==> src/rtl/alu_branch_unit.sv <==
// alu_branch_unit: RV32I execute stage, ALU decode/compute plus branch/jump redirect, one register stage.
// Define ALU_SHIFT_EN to include the barrel shifter; without it shift ops yield 0.
module alu_branch_unit (
  input  logic        i_clk,
  input  logic        i_rstn,
  input  logic        i_valid,
  input  logic [2:0]  i_alu_op,
  input  logic [2:0]  i_funct3,
  input  logic [6:0]  i_funct7,
  input  logic [31:0] i_op1,
  input  logic [31:0] i_op2,
  input  logic        i_branch,
  input  logic        i_jump,
  output logic        o_valid,
  output logic [3:0]  o_alu_ctrl,
  output logic [31:0] o_result,
  output logic        o_zero,
  output logic [1:0]  o_bj_result
);
  localparam logic [3:0] OP_AND  = 4'b0000;
  localparam logic [3:0] OP_OR   = 4'b0001;
  localparam logic [3:0] OP_ADD  = 4'b0010;
  localparam logic [3:0] OP_XOR  = 4'b0011;
  localparam logic [3:0] OP_SLL  = 4'b0100;
  localparam logic [3:0] OP_SRL  = 4'b0101;
  localparam logic [3:0] OP_SUB  = 4'b0110;
  localparam logic [3:0] OP_SLT  = 4'b0111;
  localparam logic [3:0] OP_SLTU = 4'b1000;
  localparam logic [3:0] OP_SRA  = 4'b1001;
  localparam logic [3:0] OP_PASS = 4'b1010;

  logic [3:0]  w_alu_ctrl;
  logic [3:0]  w_ri_ctrl;
  logic [3:0]  w_br_ctrl;
  logic [31:0] w_result;
  logic        w_zero;
  logic        w_taken;
  logic [1:0]  w_bj;
  logic        w_f7b5;
  logic        w_rtype;

  assign w_f7b5  = i_funct7[5];
  assign w_rtype = (i_alu_op == 3'b010);

  // funct7[5] picks SUB only for R-type, but picks SRA for both R- and I-type
  always_comb begin
    w_ri_ctrl = OP_ADD;
    case (i_funct3)
      3'b000:  w_ri_ctrl = (w_rtype && w_f7b5) ? OP_SUB : OP_ADD;
      3'b001:  w_ri_ctrl = OP_SLL;
      3'b010:  w_ri_ctrl = OP_SLT;
      3'b011:  w_ri_ctrl = OP_SLTU;
      3'b100:  w_ri_ctrl = OP_XOR;
      3'b101:  w_ri_ctrl = w_f7b5 ? OP_SRA : OP_SRL;
      3'b110:  w_ri_ctrl = OP_OR;
      default: w_ri_ctrl = OP_AND;
    endcase
  end

  assign w_br_ctrl = (i_funct3[2:1] == 2'b10) ? OP_SLT :
                     (i_funct3[2:1] == 2'b11) ? OP_SLTU : OP_SUB;

  always_comb begin
    w_alu_ctrl = OP_ADD;
    case (i_alu_op)
      3'b001:  w_alu_ctrl = w_br_ctrl;
      3'b010,
      3'b011:  w_alu_ctrl = w_ri_ctrl;
      3'b100:  w_alu_ctrl = OP_PASS;
      default: w_alu_ctrl = OP_ADD;
    endcase
  end

  always_comb begin
    w_result = 32'h0;
    case (w_alu_ctrl)
      OP_AND:  w_result = i_op1 & i_op2;
      OP_OR:   w_result = i_op1 | i_op2;
      OP_ADD:  w_result = i_op1 + i_op2;
      OP_XOR:  w_result = i_op1 ^ i_op2;
`ifdef ALU_SHIFT_EN
      OP_SLL:  w_result = i_op1 << i_op2[4:0];
      OP_SRL:  w_result = i_op1 >> i_op2[4:0];
      OP_SRA:  w_result = $unsigned($signed(i_op1) >>> i_op2[4:0]);
`endif
      OP_SUB:  w_result = i_op1 - i_op2;
      OP_SLT:  w_result = {31'h0, $signed(i_op1) < $signed(i_op2)};
      OP_SLTU: w_result = {31'h0, i_op1 < i_op2};
      OP_PASS: w_result = i_op2;
      default: w_result = 32'h0;
    endcase
  end

  assign w_zero = (w_result == 32'h0);

  always_comb begin
    w_taken = 1'b0;
    case (i_funct3)
      3'b000, 3'b101, 3'b111: w_taken = w_zero;
      3'b001, 3'b100, 3'b110: w_taken = !w_zero;
      default:                w_taken = 1'b0;
    endcase
  end

  assign w_bj = {i_jump, (i_branch && w_taken) || i_jump};

  always_ff @(posedge i_clk or negedge i_rstn) begin
    if (!i_rstn) begin
      o_valid     <= 1'b0;
      o_alu_ctrl  <= 4'h0;
      o_result    <= 32'h0;
      o_zero      <= 1'b0;
      o_bj_result <= 2'b00;
    end else begin
      o_valid <= i_valid;
      if (i_valid) begin
        o_alu_ctrl  <= w_alu_ctrl;
        o_result    <= w_result;
        o_zero      <= w_zero;
        o_bj_result <= w_bj;
      end
    end
  end
endmodule

==> config.mk <==
export PLATFORM = sky130hd
export DESIGN_NAME = alu_branch_unit
export DESIGN_NICKNAME = d
export VERILOG_FILES = /design/src/rtl/alu_branch_unit.sv
export SDC_FILE = /design/constraint.sdc
export NUM_CORES = 1
export LEC_CHECK = 0
export CAP_MARGIN = 20
export CORE_MARGIN = 10
export CORE_UTILIZATION = 50
export DETAILED_ROUTE_END_ITERATION = 10
export PLACE_DENSITY_LB_ADDON = 0.15
export SLEW_MARGIN = 20
export SYNTH_ARGS = -nofsm -noshare
export SYNTH_HDL_FRONTEND = slang
export SYNTH_SLANG_ARGS = --single-unit
==> constraint.sdc <==
create_clock -name i_clk -period 0.95 [get_ports i_clk]
set_input_delay 0.095 -clock i_clk [delete_from_list [all_inputs] [get_ports i_clk]]
set_output_delay 0.095 -clock i_clk [all_outputs]
set_load 0.02 [all_outputs]
==> metrics.txt, run 1 <==
mux contribution to synthesized area 4.104%; simple-gate area share of the yosys netlist 21.43%; register area share after synthesis 13.29%; number of synthesized register bits 40; post-cts resize count 593; CTS Buf Count 5; port buffer count 115; Area after DPL 12,400 µm²; asr flop ratio synth 100.0%; Compound-Gate Fraction of Synth Area 34.41%; Main synth FF type dfrtp_1; Synth Area in XOR/XNOR 0.9304%; Root Buffer clkbuf_16; I/O pin cnt 122; TritonCTS Sinks 40; YS warnings 0; Synth Area in Adders 16.65%; Post-Synthesis Cells 1,031; Mapped Avg Cell Area 7.305 µm²; Exit stage 4_1_cts; CTS H-Tree Depth 2; gpl congestion 1.098; largest family of logic cells by synthesized area compound AO/OA/AOI/OAI gates; Synth area leaders ha_1, dfrtp_1, a21oi_1; Yosys top cell by area ha_1; Max clock buf depth 2; CTS Hold Bufs 1; post-synth top area share 16.12%; Tool Error [ERROR DPL-0033] detailed placement checks failed during check placement.; status stopped before the end; post-synth cell types 86; Starting Density 51.43%; Die X 142.7 µm; synthesized area 7531 µm²; postcts setup bufs 103; Die Y 142.7 µm; EDFF count, synth 0; FP Rows 44; detailed placement HPWL 30,280 µm; Post-Syn Nets 1,212
==> per-stage QoR <==
stage / hold slack (ns) / setup slack [ns] / utilization [%] / instances
global placement: 0.07531 / -3.217 / 84.69 / 1693
detailed placement: 0.08019 / -3.394 / 84.69 / 1693
floorplan: -0.2006 / -2.146 / - / 1031
==> Yosys cell counts (all sizes together) (7+ instances only) <==
cell and count:
o21ai 54, mux2 23, nor3b 8, nand3 29, nor2 99, nand2 49
o221ai 14, a211oi 12, a21oi 120, nor4 11, nor3 27, a221o 10
a221oi 16, and2 9, clkbuf 31, nor2b 13, o21a 7, nand4 18
o211ai 15, ha 97, dfrtp 40, nand2b 7, o31ai 10, or2 7
o21bai 7, o2111ai 11, a31oi 14, a211o 8, buf 30, or3 10
o22ai 15, a21o 8, inv 105
==> cells by family after synthesis <==
group / after synthesis
AO/OA/AOI/OAI: 377
XOR/XNOR: 8
adder cells (fa/ha/maj): 99
buffers and inverters: 166
flip-flops: 40
multiplexers: 28
AND/OR/NAND/NOR: 313
==> run 2: changes to the inputs <==
- CORE_UTILIZATION: 50 -> 35
==> run 2 against run 1 <==
Synthesized cell count is the same. Area after synthesis unchanged. The flow now finishes, with violations (setup timing).
==> metrics.txt, run 2 <==
Startpoint Class input pin; max reg flops 32; Slew headroom 58.13%; register area share after synthesis 13.29% (unchanged); endpoints failing hold 0; length of routed met2 wiring 21,680 µm; worst setup path start i_op2[3]; Final setup viols 38; YS warnings 0 (unchanged); area of the multi-input gates 8169 µm²; failing checks setup timing; fin area 16,290 µm²; Hold Path Depth 1; synthesized area 7531 µm² (unchanged); M1 WL 17,100 µm; max-slew violations 0; routed len/inst 22.73 µm; core region area 21,090 µm²; Die Y 166.7 µm (was 142.7 µm); Power per Cell Area 1013 nW/µm²; reg2reg setup slack 0.02 ns; CTS H-Tree Depth 2 (unchanged); routed wire length 44,530 µm; CP Capture Type flop; CP Class in -> reg; Max clock buf depth 2 (unchanged); insertion delay to the later sink of the worst-skew pair 0.28 ns; metal3 WL 2863 µm; GR Util All Layers 27.79%; commonest non-fill, non-tap cell in the layout buf_4; flip-flop and latch area 1001 µm²; status complete, but fails checks (was stopped before the end); largest register by flop count o_result; Synth area leaders ha_1, dfrtp_1, a21oi_1 (unchanged); hold-critical path endpoint o_valid; r2r startpoint o_result[10]; nets 1,864; Die X 166.7 µm (was 142.7 µm); number of synthesized register bits 40 (unchanged); Regs by FF count o_result: 32 flops, o_alu_ctrl: 4 flops, o_bj_result: 2 flops; Overflow after GRT 0; shortest period the worst path allows 3.515 ns; Via density 5.871; Leak 7.368 nW; crit path max fanout 4; FP Rows 53 (was 44); initial antenna violation count 0; Post-Synthesis Cells 1,031 (unchanged); CTS Buf Count 5 (unchanged); count leader, synth a21oi_1 (unchanged); TritonCTS Sinks 40 (unchanged); Synth-to-Final Area Change 116.3%; largest net degree at the start of global routing 41; commonest cells in the netlist a21oi_1, inv_1, ha_1, nor2_1, o21ai_0 (unchanged); gpl congestion 1.025 (was 1.098); Yosys top cell by area ha_1 (unchanged); Remaining DRCs 0; hold path start i_valid; MaxCap Viol Count 0; Final period util 370.0%; detailed placement HPWL 31,630 µm (was 30,280 µm); n_diodes 0; post-synth cell types 86 (unchanged); number of global-route vias before repair 11,428; fin util 77.26%; critical path arrival 3.68 ns; Main synth FF type dfrtp_1 (unchanged); RSZ-0062 raised after global routing yes; Max IR drop VDD 0.8228 mV; 1st-pass router iterations 5; Data required, critical path 1.11 ns; Fill cells 1,453; most frequent cells in the layout buf_4, buf_6, nor2_1; die area 27,780 µm²; asr flop ratio synth 100.0% (unchanged); Overall Power 16.50 mW; EDFF count, synth 0 (unchanged); Mapped Avg Cell Area 7.305 µm² (unchanged); I/O pin cnt 122 (unchanged); Crit Reg-Reg Endpoint o_result[10]; first-pass GRT wire length 63,030 µm; fin cells 1,959; FF-to-FF path depth 2; Vias 11,502; Area after DPL 12,810 µm² (was 12,400 µm²); Worst Skew 0 ns; Inst Count DP 1,816 (was 1,693); Starting Density 35.71% (was 51.43%); port buffer count 115 (unchanged); clk slew on worst S/H paths 0.07 ns; Detail Route Antenna Nets 0; worst slew pin tran 0.6214 ns; CTS tree done; Root Buffer clkbuf_16 (unchanged); Hold Crit Class in -> reg; DR iter-0 viols 1,068; Top Layer Used met4; final worst slack -2.565 ns; post-synth top area share 16.12% (unchanged); share of layout cells above drive strength 1 64.07%; Post-Syn Nets 1,212 (unchanged); fmax 0.2845 GHz
## run 2: cell counts after synthesis
No cell type changed its count.
## run 2: repair_timing
item	CTS	global route
endpoints found under the hold margin	40	0
gates cloned	1	0
hold buffers	1	0
endpoints found under the setup margin	78	55
gates resized for setup	788	191
buffers inserted	105	77
pin swaps	172	126
## run 2: through the flow
step                worst slack, ns  setup TNS [ns]  hold WS [ns]
floorplan                    -2.146          -42.05       -0.2006
global placement             -3.220          -85.23       0.07674
detailed placement           -3.311          -86.82       0.07830
CTS                          -2.339          -50.40       0.04061
global route                 -2.645          -56.48       0.03847
finish                       -2.565          -54.48       0.04944
## run 2: cell type report
| type | count | share of cell area, % |
|---|---|---|
| inverters | 105 | 2.911 |
| clock buffers | 5 | 0.7680 |
| flip-flops and latches | 40 | 6.144 |
| clock inverters | 3 | 0.2918 |
| multi-input cells | 825 | 50.14 |
| repair buffers | 706 | 37.63 |
| well taps | 275 | 2.112 |
## run 2: cells by family after synthesis
kind of cell | synth area share [%]
flops | 13.29
mux | 4.104
compound gates | 34.41
fa+ha+maj | 16.65
buf+inv | 9.188
simple gates | 21.43
xor+xnor | 0.9304
## run 2: critical path, stage by stage
cell and delay, ns:
buf_6 0.08, inv_4 0.04, ha_4 0.29, buf_6 0.15
nand3_2 0.07, o211ai_1 0.50, nand3_1 0.17, a21oi_1 0.22
a2bb2oi_1 0.27, a21oi_2 0.09, a211o_1 0.38, nor4_2 0.32
nand4_1 0.19, nor3_2 0.16, and4b_2 0.29, buf_4 0.13
nand3b_1 0.11, nand4_1 0.09
## run 2: how the worst max path moves through the flow
stage               slack, ns  depth (start not counted)        endpoint
finish                  -2.56                         18  o_bj_result[0]
global route            -2.65                         18  o_bj_result[0]
CTS                     -2.34                         18  o_bj_result[0]
detailed placement      -3.31                         18  o_bj_result[0]
global placement        -3.22                         18  o_bj_result[0]
floorplan               -2.15                         16  o_bj_result[0]
## run 2: power by group
| group | switching [mW] | internal, mW | leakage [nW] |
|---|---|---|---|
| registers | 0.212 | 2.05 | 0.468 |
| clock network | 0.731 | 1.25 | 0.0840 |
| logic | 6.02 | 6.24 | 6.82 |
## run 2: layer usage
layer / vias to the layer above / track usage [%]
met2: 611 / 48.78
met5: - / 0
li1: 5152 / -
met4: 0 / 12.71
met1: 5553 / 33.12
met3: 186 / 3.201
No activity file was read; power rests on OpenSTA's default activity.
